`src/rtl/btn_event_pkg.sv`:
```
// Shared event encodings and id-width rule for button_event_ctrl.
// Optional LONG events are built only when BTN_LONG_PRESS_EN is defined.
package btn_event_pkg;

  localparam logic [1:0] EVT_PRESS   = 2'd0;
  localparam logic [1:0] EVT_RELEASE = 2'd1;
  localparam logic [1:0] EVT_LONG    = 2'd2;

  function automatic int id_w(input int n);
    return (n <= 2) ? 1 : $clog2(n);
  endfunction

endpackage

```
`src/rtl/button_event_ctrl_if.sv`:
```
// Event port of button_event_ctrl: valid/ready handshake plus
// the one-cycle overflow pulse.
interface button_event_ctrl_if #(
  parameter int IDW = 2
);

  logic           evt_valid;
  logic           evt_ready;
  logic [IDW-1:0] evt_id;
  logic [1:0]     evt_type;
  logic           evt_overflow;

  modport master (
    output evt_valid,
    output evt_id,
    output evt_type,
    output evt_overflow,
    input  evt_ready
  );

  modport slave (
    input  evt_valid,
    input  evt_id,
    input  evt_type,
    input  evt_overflow,
    output evt_ready
  );

endinterface

```
`src/rtl/btn_event_chan.sv`:
```
// One button: 2-flop sync, tick-based debounce, optional hold counter.
// Hold counter and LONG strobe exist only with BTN_LONG_PRESS_EN.
module btn_event_chan #(
  parameter int DEB_TICKS  = 16,
  parameter int LONG_TICKS = 1000
) (
  input  logic clk,
  input  logic reset_n,
  input  logic tick,
  input  logic btn_in,
  output logic state,
  output logic set_press,
  output logic set_release,
  output logic set_long
);

  localparam int DW = $clog2(DEB_TICKS + 1);
  localparam logic [DW-1:0] DLAST = DW'(DEB_TICKS - 1);

  logic [1:0]    sync;
  logic [DW-1:0] dcnt;
  logic          diff;
  logic          flip;

  assign diff = sync[1] ^ state;
  assign flip = tick & diff & (dcnt == DLAST);

  assign set_press   = flip & ~state;
  assign set_release = flip & state;

  always_ff @(posedge clk or negedge reset_n) begin
    if (!reset_n) begin
      sync  <= '0;
      dcnt  <= '0;
      state <= 1'b0;
    end else begin
      sync <= {sync[0], btn_in};
      if (tick) begin
        if (!diff) begin
          dcnt <= '0;
        end else if (flip) begin
          dcnt  <= '0;
          state <= ~state;
        end else begin
          dcnt <= dcnt + DW'(1);
        end
      end
    end
  end

`ifdef BTN_LONG_PRESS_EN
  localparam int HW = $clog2(LONG_TICKS + 1);
  localparam logic [HW-1:0] HMAX  = HW'(LONG_TICKS);
  localparam logic [HW-1:0] HLAST = HW'(LONG_TICKS - 1);

  logic [HW-1:0] hcnt;

  // saturation keeps LONG to a single strobe per press
  assign set_long = tick & state & (hcnt == HLAST);

  always_ff @(posedge clk or negedge reset_n) begin
    if (!reset_n) begin
      hcnt <= '0;
    end else if (!state) begin
      hcnt <= '0;
    end else if (tick && hcnt != HMAX) begin
      hcnt <= hcnt + HW'(1);
    end
  end
`else
  localparam int unused_long_ticks = LONG_TICKS;

  assign set_long = 1'b0;
`endif

endmodule

```
`src/rtl/button_event_ctrl.sv`:
```
// Debounced multi-button PRESS/RELEASE(/LONG) event source, round-robin
// onto one valid/ready port. LONG events need BTN_LONG_PRESS_EN.
module button_event_ctrl
  import btn_event_pkg::*;
#(
  parameter int NUM_BTN    = 4,
  parameter int TICK_DIV   = 1000,
  parameter int DEB_TICKS  = 16,
  parameter int LONG_TICKS = 1000
) (
  input  logic               clk,
  input  logic               reset_n,
  input  logic [NUM_BTN-1:0] btn_in,
  output logic [NUM_BTN-1:0] btn_state,
  button_event_ctrl_if.master evt
);

  localparam int IDW = id_w(NUM_BTN);
  localparam int PW  = $clog2(TICK_DIV);
  localparam logic [PW-1:0] PMAX = PW'(TICK_DIV - 1);

  logic [PW-1:0] pcnt;
  logic          tick;

  assign tick = (pcnt == PMAX);

  always_ff @(posedge clk or negedge reset_n) begin
    if (!reset_n) begin
      pcnt <= '0;
    end else begin
      pcnt <= tick ? '0 : pcnt + PW'(1);
    end
  end

  logic [NUM_BTN-1:0] set_p;
  logic [NUM_BTN-1:0] set_r;
  logic [NUM_BTN-1:0] set_l;

  for (genvar gi = 0; gi < NUM_BTN; gi++) begin : g_chan
    btn_event_chan #(
      .DEB_TICKS  (DEB_TICKS),
      .LONG_TICKS (LONG_TICKS)
    ) u_chan (
      .clk         (clk),
      .reset_n     (reset_n),
      .tick        (tick),
      .btn_in      (btn_in[gi]),
      .state       (btn_state[gi]),
      .set_press   (set_p[gi]),
      .set_release (set_r[gi]),
      .set_long    (set_l[gi])
    );
  end

  logic [NUM_BTN-1:0] pend_p;
  logic [NUM_BTN-1:0] pend_r;
  logic [NUM_BTN-1:0] pend_l;
  logic [NUM_BTN-1:0] pend_any;
  logic [NUM_BTN-1:0] clr_p;
  logic [NUM_BTN-1:0] clr_r;
  logic [NUM_BTN-1:0] clr_l;

  logic           v_q;
  logic [IDW-1:0] id_q;
  logic [1:0]     ty_q;
  logic           ovf_q;
  logic [IDW-1:0] last_q;

  logic           load;
  logic           found;
  logic [IDW-1:0] cand;
  logic [IDW-1:0] gnt;
  logic [1:0]     gtype;

  assign pend_any = pend_p | pend_l | pend_r;

  always_comb begin
    load  = !v_q || evt.evt_ready;
    found = 1'b0;
    cand  = '0;
    gnt   = '0;
    gtype = EVT_PRESS;
    clr_p = '0;
    clr_r = '0;
    clr_l = '0;
    for (int k = 0; k < NUM_BTN; k++) begin
      cand = IDW'((int'(last_q) + 1 + k) % NUM_BTN);
      if (!found && pend_any[cand]) begin
        found = 1'b1;
        gnt   = cand;
      end
    end
    // oldest event of the granted button goes first
    if (load && found) begin
      if (pend_p[gnt]) begin
        gtype      = EVT_PRESS;
        clr_p[gnt] = 1'b1;
      end else if (pend_l[gnt]) begin
        gtype      = EVT_LONG;
        clr_l[gnt] = 1'b1;
      end else begin
        gtype      = EVT_RELEASE;
        clr_r[gnt] = 1'b1;
      end
    end
  end

  always_ff @(posedge clk or negedge reset_n) begin
    if (!reset_n) begin
      pend_p <= '0;
      pend_r <= '0;
      pend_l <= '0;
      ovf_q  <= 1'b0;
      v_q    <= 1'b0;
      id_q   <= '0;
      ty_q   <= EVT_PRESS;
      last_q <= '0;
    end else begin
      pend_p <= (pend_p & ~clr_p) | set_p;
      pend_r <= (pend_r & ~clr_r) | set_r;
      pend_l <= (pend_l & ~clr_l) | set_l;
      // a same-cycle consume frees the slot, so that set is not a loss
      ovf_q  <= |((pend_p & ~clr_p & set_p) |
                  (pend_r & ~clr_r & set_r) |
                  (pend_l & ~clr_l & set_l));
      if (load) begin
        v_q <= found;
        if (found) begin
          id_q   <= gnt;
          ty_q   <= gtype;
          last_q <= gnt;
        end
      end
    end
  end

  assign evt.evt_valid    = v_q;
  assign evt.evt_id       = id_q;
  assign evt.evt_type     = ty_q;
  assign evt.evt_overflow = ovf_q;

endmodule

```
`src/flat_wrapper.sv`:
```
// flat-port wrapper written by rule: the top's interface ports become plain ports
module button_event_ctrl_flat import btn_event_pkg::*;
#(
  parameter int NUM_BTN    = 4,
  parameter int TICK_DIV   = 1000,
  parameter int DEB_TICKS  = 16,
  parameter int LONG_TICKS = 1000
)
  (clk, reset_n, btn_in, btn_state, evt_evt_valid, evt_evt_id, evt_evt_type, evt_evt_overflow, evt_evt_ready);
  button_event_ctrl_if #(.IDW(2)) evt_i ();
  input  logic clk;
  input  logic reset_n;
  input  logic [NUM_BTN-1:0] btn_in;
  output logic [NUM_BTN-1:0] btn_state;
  output wire logic [$bits(evt_i.evt_valid)-1:0] evt_evt_valid;
  output wire logic [$bits(evt_i.evt_id)-1:0] evt_evt_id;
  output wire logic [$bits(evt_i.evt_type)-1:0] evt_evt_type;
  output wire logic [$bits(evt_i.evt_overflow)-1:0] evt_evt_overflow;
  input wire logic [$bits(evt_i.evt_ready)-1:0] evt_evt_ready;
  assign evt_evt_valid = evt_i.evt_valid;
  assign evt_evt_id = evt_i.evt_id;
  assign evt_evt_type = evt_i.evt_type;
  assign evt_evt_overflow = evt_i.evt_overflow;
  assign evt_i.evt_ready = evt_evt_ready;
  button_event_ctrl #(.NUM_BTN(NUM_BTN), .TICK_DIV(TICK_DIV), .DEB_TICKS(DEB_TICKS), .LONG_TICKS(LONG_TICKS)) u_core (.clk(clk), .reset_n(reset_n), .btn_in(btn_in), .btn_state(btn_state), .evt(evt_i));
endmodule
```
`config.mk`:
```
export PLATFORM = sky130hd
export DESIGN_NAME = button_event_ctrl_flat
export DESIGN_NICKNAME = d
export VERILOG_FILES = /design/src/rtl/btn_event_pkg.sv /design/src/rtl/button_event_ctrl_if.sv /design/src/rtl/btn_event_chan.sv /design/src/rtl/button_event_ctrl.sv /design/src/flat_wrapper.sv
export SDC_FILE = /design/constraint.sdc
export NUM_CORES = 1
export LEC_CHECK = 0
export CAP_MARGIN = 0
export CORE_MARGIN = 2
export CORE_UTILIZATION = 53
export CTS_CLUSTER_DIAMETER = 60
export DETAILED_ROUTE_END_ITERATION = 16
export PLACE_DENSITY = 0.75
export RECOVER_POWER = 100
export SYNTH_ARGS = -nofsm -noshare
export SYNTH_HDL_FRONTEND = slang
export SYNTH_SLANG_ARGS = --single-unit
```
`constraint.sdc`:
```
create_clock -name clk -period 2 [get_ports clk]
set_input_delay 0.6 -clock clk [delete_from_list [all_inputs] [get_ports clk]]
set_output_delay 0.6 -clock clk [all_outputs]
set_load 0.03 [all_outputs]
```
==> results of run 1 <==
-- how the worst max path moves through the flow --
| stage | to | depth (start not counted) | start |
|---|---|---|---|
| finish | u_core.evt.evt_overflow$_DFF_PN0_ | 6 | u_core.pend_p[3]$_DFF_PN0_ |
| global route | u_core.evt.evt_overflow$_DFF_PN0_ | 7 | u_core.pend_l[1]$_DFF_PN0_ |
| CTS | u_core.evt.evt_overflow$_DFF_PN0_ | 6 | u_core.pend_l[1]$_DFF_PN0_ |
| detailed placement | u_core.evt.evt_overflow$_DFF_PN0_ | 6 | evt_evt_ready |
| global placement | u_core.evt.evt_overflow$_DFF_PN0_ | 6 | evt_evt_ready |
| floorplan | u_core.evt.evt_overflow$_DFF_PN0_ | 8 | u_core.pcnt[0]$_DFF_PN0_ |
-- cell usage after synthesis (all sizes together), types with 2 or more instances --
library cell  instances
o21a                  8
dfrtp                60
nor3                  9
a31oi                 7
or3                   2
and2b                 4
xor2                  3
xnor2                 7
nand2b                5
nor2                 27
and3                  3
inv                   3
buf                   8
nor2b                 3
a311oi                3
a21oi                 9
a32o                  4
ha                    5
o31ai                 5
nand4                 6
o41ai                 2
nand2                31
mux2i                 2
and4b                 3
a211oi                2
o21ai                23
clkbuf                5
and2                  6
nand3                20
a22o                  6
-- what timing repair did --
action	in CTS	in global routing
setup buffers	2	4
hold buffers	0	0
resized for setup	12	20
endpoints found under the setup margin	8	18
pin swaps	6	4
-- layout make-up --
cell class / instances / area share, %
timing repair buffer: 54 / 11.4
tap: 72 / 2.41
clock buffer: 11 / 4.05
clock inverter: 5 / 1.34
multi-input combinational: 222 / 40.3
sequential: 60 / 40.2
inverter: 3 / 0.301
-- power by group through the flow --
stage	Combinational, mW	Sequential [mW]	Clock, mW
finish	1.34	1.36	1.11
global route	1.43	1.37	1.18
CTS	1.15	1.35	1.12
detailed placement	1.09	1.38	0
global placement	1.06	1.37	0
floorplan	0.613	1.45	0
-- metrics by stage --
stage	util [%]	instance area [um2]	TNS (ps)	total power, mW	hold slack, ps
floorplan	-	3030	0	2.06	304
global placement	62.3	3430	-241	2.44	333
detailed placement	62.3	3430	-381	2.46	336
CTS	66.7	3670	0	3.62	276
global route	67.9	3740	-471	3.97	351
finish	67.9	3740	0	3.80	339
-- logic make-up after synthesis --
family / count (synthesis) / share of synthesized area [%]
XOR/XNOR: 10 / 2.90
adder cells (fa/ha/maj): 5 / 2.07
multiplexers: 3 / 1.03
buffers and inverters: 16 / 3.44
AND/OR/NAND/NOR: 123 / 21.4
flip-flops: 60 / 49.7
AO/OA/AOI/OAI: 81 / 19.5
-- layout by cell type, fill, tap and decap left out, types with 4 or more instances in the layout --
cell type | synthesis | routed
a21oi_1 | 7 | 6
a22o_1 | 6 | 6
a31oi_1 | 7 | 7
a32o_1 | 4 | 4
and2b_2 | 4 | 4
buf_4 | 5 | 31
clkbuf_8 | 1 | 11
clkdlybuf4s50_1 | 0 | 5
clkinv_2 | 0 | 4
dfrtp_1 | 60 | 58
dlygate4sd2_1 | 0 | 6
dlygate4sd3_1 | 0 | 4
ha_1 | 5 | 4
nand2_1 | 31 | 30
nand2b_1 | 5 | 5
nand3_1 | 20 | 19
nand4_1 | 6 | 6
nor2_1 | 27 | 24
nor3_1 | 8 | 5
o21a_1 | 8 | 8
o21ai_0 | 22 | 21
o31ai_1 | 5 | 4
xnor2_1 | 7 | 7
-- sequential cells by signal, indices dropped and copies added, names as in the netlist, 2 cells and up --
signal / cells
u_core.evt.evt_id: 2
u_core.evt.evt_type: 2
u_core.pend_p: 4
u_core.g_chan.u_chan.state: 4
u_core.g_chan.u_chan.dcnt: 20
u_core.pend_r: 4
u_core.g_chan.u_chan.sync: 8
u_core.pcnt: 10
u_core.pend_l: 4
-- metal layers --
metal,part of all wire (%),vias up
met5,0,-
met3,4.4,15
met1,46,1182
li1,-,1206
met2,47,56
met4,2.4,0
==> qor.csv, run 1 <==
stage,metric,value,unit
sta,hold_violations,0,
worst_setup_path,critPathKind,reg -> reg,
power_and_ir_drop,sequentialPowerShare,35.7,%
sta,skew,8.31,ps
sta,layout_setup_ws,5.80,ps
floorplan,rows,27,
sta,max_freq,0.501,GHz
grt,grt_pass1_wl,11.1,mm
hold_path,min_to,u_core.g_chan[3].u_chan.sync[1]$_DFF_PN0_,
place,pre_cts_slack,-122,ps
worst_setup_path,crit_slowest_cell,or3_4,
hold_path,hp-start,u_core.g_chan[3].u_chan.sync[0]$_DFF_PN0_,
synthesis,syn_area,0.00302,mm2
synthesis,syn_area_per_cell,10.1,um2
drt,drt-initial-drc-count,235,
layout,drive_gt1_share,25.4,%
sta,layout_min_cycle_time,1990,ps
worst_setup_path,rrSetupSlack,6,ps
worst_setup_path,cpPeakStageDelay,420,ps
power_and_ir_drop,ir_worst_vdd,0.000660,V
sta,relSlewSlack,2.07,%
layout,seq_area,0.00150,mm2
floorplan,start_util,54.9,%
drt,dr.pass1.iters,4,
worst_setup_path,startpoint_type,flip-flop,
floorplan,dieArea,0.00632,mm2
sta,setup_viol,0,
grt,grt.overflow.total,0,
worst_setup_path,r2r_start,u_core.pend_p[3]$_DFF_PN0_,
cts,cts_tree,done,
place,dp_hpwl,4.30,mm
drt,ant_nets,0,
power_and_ir_drop,leakage,1.66,nW
drt,vias,2459,
synthesis,synth_area_leaders,"dfrtp_1, nand2_1, o21ai_0",
grt,grt_pass1_vias,2392,
synthesis,syn_inst,298,
layout,layout.nets,362,
cts,clockBufferDepth,2,
hold_path,min_path_cells,0,
worst_setup_path,cp.required,2220,ps
grt,top_usage_layer,met2,
layout,fin_cells,427,
cts,clock_sinks,60,
synthesis,synth_top_area_share,49.7,%
power_and_ir_drop,switching_share,34.1,%
synthesis,synth_edf_count,0,
synthesis,synth_top_cell_by_area,dfrtp_1,
worst_setup_path,cp_top_family,compound AO/OA/AOI/OAI gates,
worst_setup_path,r2r_cells,6,
place,dpl.cell_count,405,
worst_setup_path,timing.rr.end,u_core.evt.evt_overflow$_DFF_PN0_,
place,gp_congestion,0.977,
power_and_ir_drop,powerDensity,1020,mW/mm2
cts,path_clk_slew,70,ps
floorplan,ios,17,
grt,track_usage,22.8,%
floorplan,core-area,0.00551,mm2
drt,wl_per_cell,15.4,um
cts,cts_buffers,9,
synthesis,ys_async_sr_fraction,100,%
grt,grt.met1_usage,30.3,%
grt,grt_max_degree,61,
grt,antenna_found_initial,0,
power_and_ir_drop,combPwrFrac,35.1,%
drt,drc_errors,0,
drt,drt-total-wl,6.58,mm
drt,via_per_inst,5.76,
floorplan,die_h,79.5,um
layout,fill_cells,412,
synthesis,ys_warn_count,0,
layout,multi_input_area,0.00151,mm2
cts,clk_latency,340,ps
run,cap_viol_max_count,0,
worst_setup_path,path_max_fanout,4,
worst_setup_path,crit_buf_inv,1,
synthesis,yosys_register_bits,60,
grt,grt_util_met2,35.4,%
place,portBuffers,16,
grt,grtUsageMet3,4.75,%
run_status,status,"finished, final reports clean",
sta,rsz0062_at_grt,yes,
worst_setup_path,end_kind,flip-flop,
synthesis,synth_seq_area_share,49.7,%
layout,n_antenna_cell,0,
sta,max_slew.worst_pin.slew,1470,ps
synthesis,syn-num-nets,310,
worst_setup_path,crit_chain,or3_4 -> a211oi_4 -> o211a_4 -> buf_6 -> o21ai_0 -> a2111o_1,
cts,cts_root_buffer,clkbuf_8,
layout,syn2layout_area_growth,23.8,%
cts,h-tree-depth,3,
sta,finalCritPeriodShare,99.7,%
sta,drv_slew,0,
power_and_ir_drop,p_switching,1.30,mW
hold_path,hold_path.class,reg -> reg,
worst_setup_path,arrival,2220,ps
synthesis,synth_cell_types,56,
synthesis,synth_flop_cell,dfrtp_1,
floorplan,die_w,79.5,um
power_and_ir_drop,p_int,2.50,mW
power_and_ir_drop,clkPwrFrac,29.2,%
(Power assumes the default switching activity.)
==> inputs of run 2 (changes only) <==
--- a/config.mk
+++ b/config.mk
@@ -6,12 +6,13 @@
 export NUM_CORES = 1
 export LEC_CHECK = 0
 export CAP_MARGIN = 0
-export CORE_MARGIN = 2
+export CORE_MARGIN = 1
 export CORE_UTILIZATION = 53
 export CTS_CLUSTER_DIAMETER = 60
 export DETAILED_ROUTE_END_ITERATION = 16
 export PLACE_DENSITY = 0.75
 export RECOVER_POWER = 100
+export SKIP_CTS_REPAIR_TIMING = 1
 export SYNTH_ARGS = -nofsm -noshare
 export SYNTH_HDL_FRONTEND = slang
 export SYNTH_SLANG_ARGS = --single-unit
==> qor.csv, run 2 (synthesis gave the netlist of run 1 again) <==
stage,metric,value,unit
cts,cts_buffers,9,
drt,wl_per_cell,15.1,um
floorplan,start_util,54.9,%
sta,drv_slew,0,
layout,reg_top3,"u_core.g_chan.u_chan.dcnt: 20 flops, u_core.pcnt: 10 flops, u_core.g_chan.u_chan.sync: 8 flops",
cts,cts_root_buffer,clkbuf_8,
layout,regMostFlops,u_core.g_chan.u_chan.dcnt,
floorplan,rows,27,
floorplan,ios,17,
drt,vias,2425,
worst_setup_path,arrival,2270,ps
place,portBuffers,16,
cts,path_clk_slew,60,ps
layout,multi_input_area,0.00152,mm2
drt,drt-initial-drc-count,164,
worst_setup_path,rrSetupSlack,-40,ps
worst_setup_path,r2r_cells,6,
power_and_ir_drop,ir_worst_vdd,0.000636,V
cts,cts_tree,done,
layout,fill_cells,408,
place,dp_hpwl,4.36,mm
layout,largest_reg_flops,20,
worst_setup_path,startpoint_type,flip-flop,
drt,dr.pass1.iters,5,
sta,max_slew.worst_pin.slew,1480,ps
worst_setup_path,end_kind,flip-flop,
layout,layout.nets,363,
layout,seq_area,0.00150,mm2
run,cap_viol_max_count,0,
sta,max_freq,0.489,GHz
cts,h-tree-depth,3,
drt,drt-total-wl,6.42,mm
worst_setup_path,critPathKind,reg -> reg,
grt,antenna_found_initial,0,
grt,grt_max_degree,61,
layout,final_util,68.2,%
floorplan,die_w,77.5,um
drt,ant_nets,0,
worst_setup_path,cp.required,2220,ps
layout,final_cell_mix,"dfrtp_1, buf_4, nand2_1, nor2_1, o21ai_0",
sta,skew,7.87,ps
sta,hold_violations,0,
power_and_ir_drop,leakage,1.73,nW
layout,final_common_cell,dfrtp_1,
sta,rsz0062_at_grt,yes,
hold_path,hold_path.class,reg -> reg,
worst_setup_path,path_max_fanout,7,
layout,n_antenna_cell,0,
place,pre_cts_slack,-131,ps
grt,grt_pass1_wl,10.7,mm
place,gp_congestion,0.911,
floorplan,die_h,77.5,um
floorplan,core-area,0.00551,mm2
floorplan,dieArea,0.00601,mm2
worst_setup_path,crit_path_start,u_core.pend_l[1]$_DFF_PN0_,
drt,drc_errors,0,
cts,clockBufferDepth,2,
run_status,status,"finished, violations left",
cts,clock_sinks,60,
grt,grt.overflow.total,0,
sta,layout_setup_ws,-44.8,ps
sta,finalCritPeriodShare,102,%
worst_setup_path,timing.rr.end,u_core.evt.evt_overflow$_DFF_PN0_,
run_status,violations,negative setup slack,
drt,via_per_inst,5.69,
layout,drive_gt1_share,24.0,%
layout,fin_cells,426,
cts,clk_latency,340,ps
sta,layout_min_cycle_time,2040,ps
grt,track_usage,23.1,%
sta,setup_viol,1,
worst_setup_path,r2r_start,u_core.pend_l[1]$_DFF_PN0_,
layout,syn2layout_area_growth,24.2,%
power_and_ir_drop,powerDensity,988,mW/mm2
worst_setup_path,crit_end,u_core.evt.evt_overflow$_DFF_PN0_,
sta,relSlewSlack,1.39,%
grt,grt_pass1_vias,2442,
place,dpl.cell_count,407,
-- run 2: changes by cell type in the layout (fill, tap and decap cells not counted), sizes merged --
cell          change
dlygate4sd2       -6
dlymetal6s2s      +6
clkbuf            -3
buf               +4
clkinv            -2
-- run 2: layout make-up --
type / count / area share, %
clock buffers: 11 / 3.50
clock inverters: 3 / 1.07
flip-flops and latches: 60 / 40.0
well taps: 72 / 2.40
repair buffers: 55 / 12.4
multi-input cells: 222 / 40.4
inverters: 3 / 0.300
-- run 2: where the power goes --
group	leakage, nW	internal [mW]	switching (mW)
logic	0.844	0.606	0.730
clock network	0.0890	0.558	0.450
registers	0.796	1.29	0.0766
total	1.73	2.45	1.26
-- run 2: how the worst min path moves through the flow --
stage	startpoint	to	slack [ps]	cells after the start
floorplan	reset_n	u_core.evt.evt_id[0]$_DFFE_PN0P_	300	0
global placement	u_core.g_chan[3].u_chan.sync[0]$_DFF_PN0_	u_core.g_chan[3].u_chan.sync[1]$_DFF_PN0_	330	0
detailed placement	u_core.g_chan[1].u_chan.sync[0]$_DFF_PN0_	u_core.g_chan[1].u_chan.sync[1]$_DFF_PN0_	330	0
CTS	reset_n	u_core.g_chan[3].u_chan.dcnt[4]$_DFFE_PN0N_	270	2
global route	u_core.g_chan[1].u_chan.sync[0]$_DFF_PN0_	u_core.g_chan[1].u_chan.sync[1]$_DFF_PN0_	350	0
finish	u_core.g_chan[1].u_chan.sync[0]$_DFF_PN0_	u_core.g_chan[1].u_chan.sync[1]$_DFF_PN0_	350	0
-- run 2: critical path, cell delays in order, from the launching register on --
cell       delay [ps]
dfrtp_1           440
nor4_4            330
a211oi_1          100
a21oi_2           340
a31o_2            230
o2111ai_1         100
a2111o_1          390
-- run 2: through the flow --
step | total power [mW] | setup TNS (ps) | hold slack [ps] | instance area (um2)
floorplan | 2.06 | 0 | 304 | 3030
global placement | 2.45 | -258 | 334 | 3450
detailed placement | 2.48 | -591 | 335 | 3450
CTS | 3.50 | -436 | 268 | 3620
global route | 3.91 | -562 | 352 | 3750
finish | 3.71 | -44.8 | 347 | 3750
-- run 2: layer usage --
metal,wire length (um),global-route usage (%),vias up
met5,0,0,-
met4,150,13.6,0
met3,202,4.00,16
met2,3100,38.1,47
met1,2960,28.4,1165
li1,-,-,1197
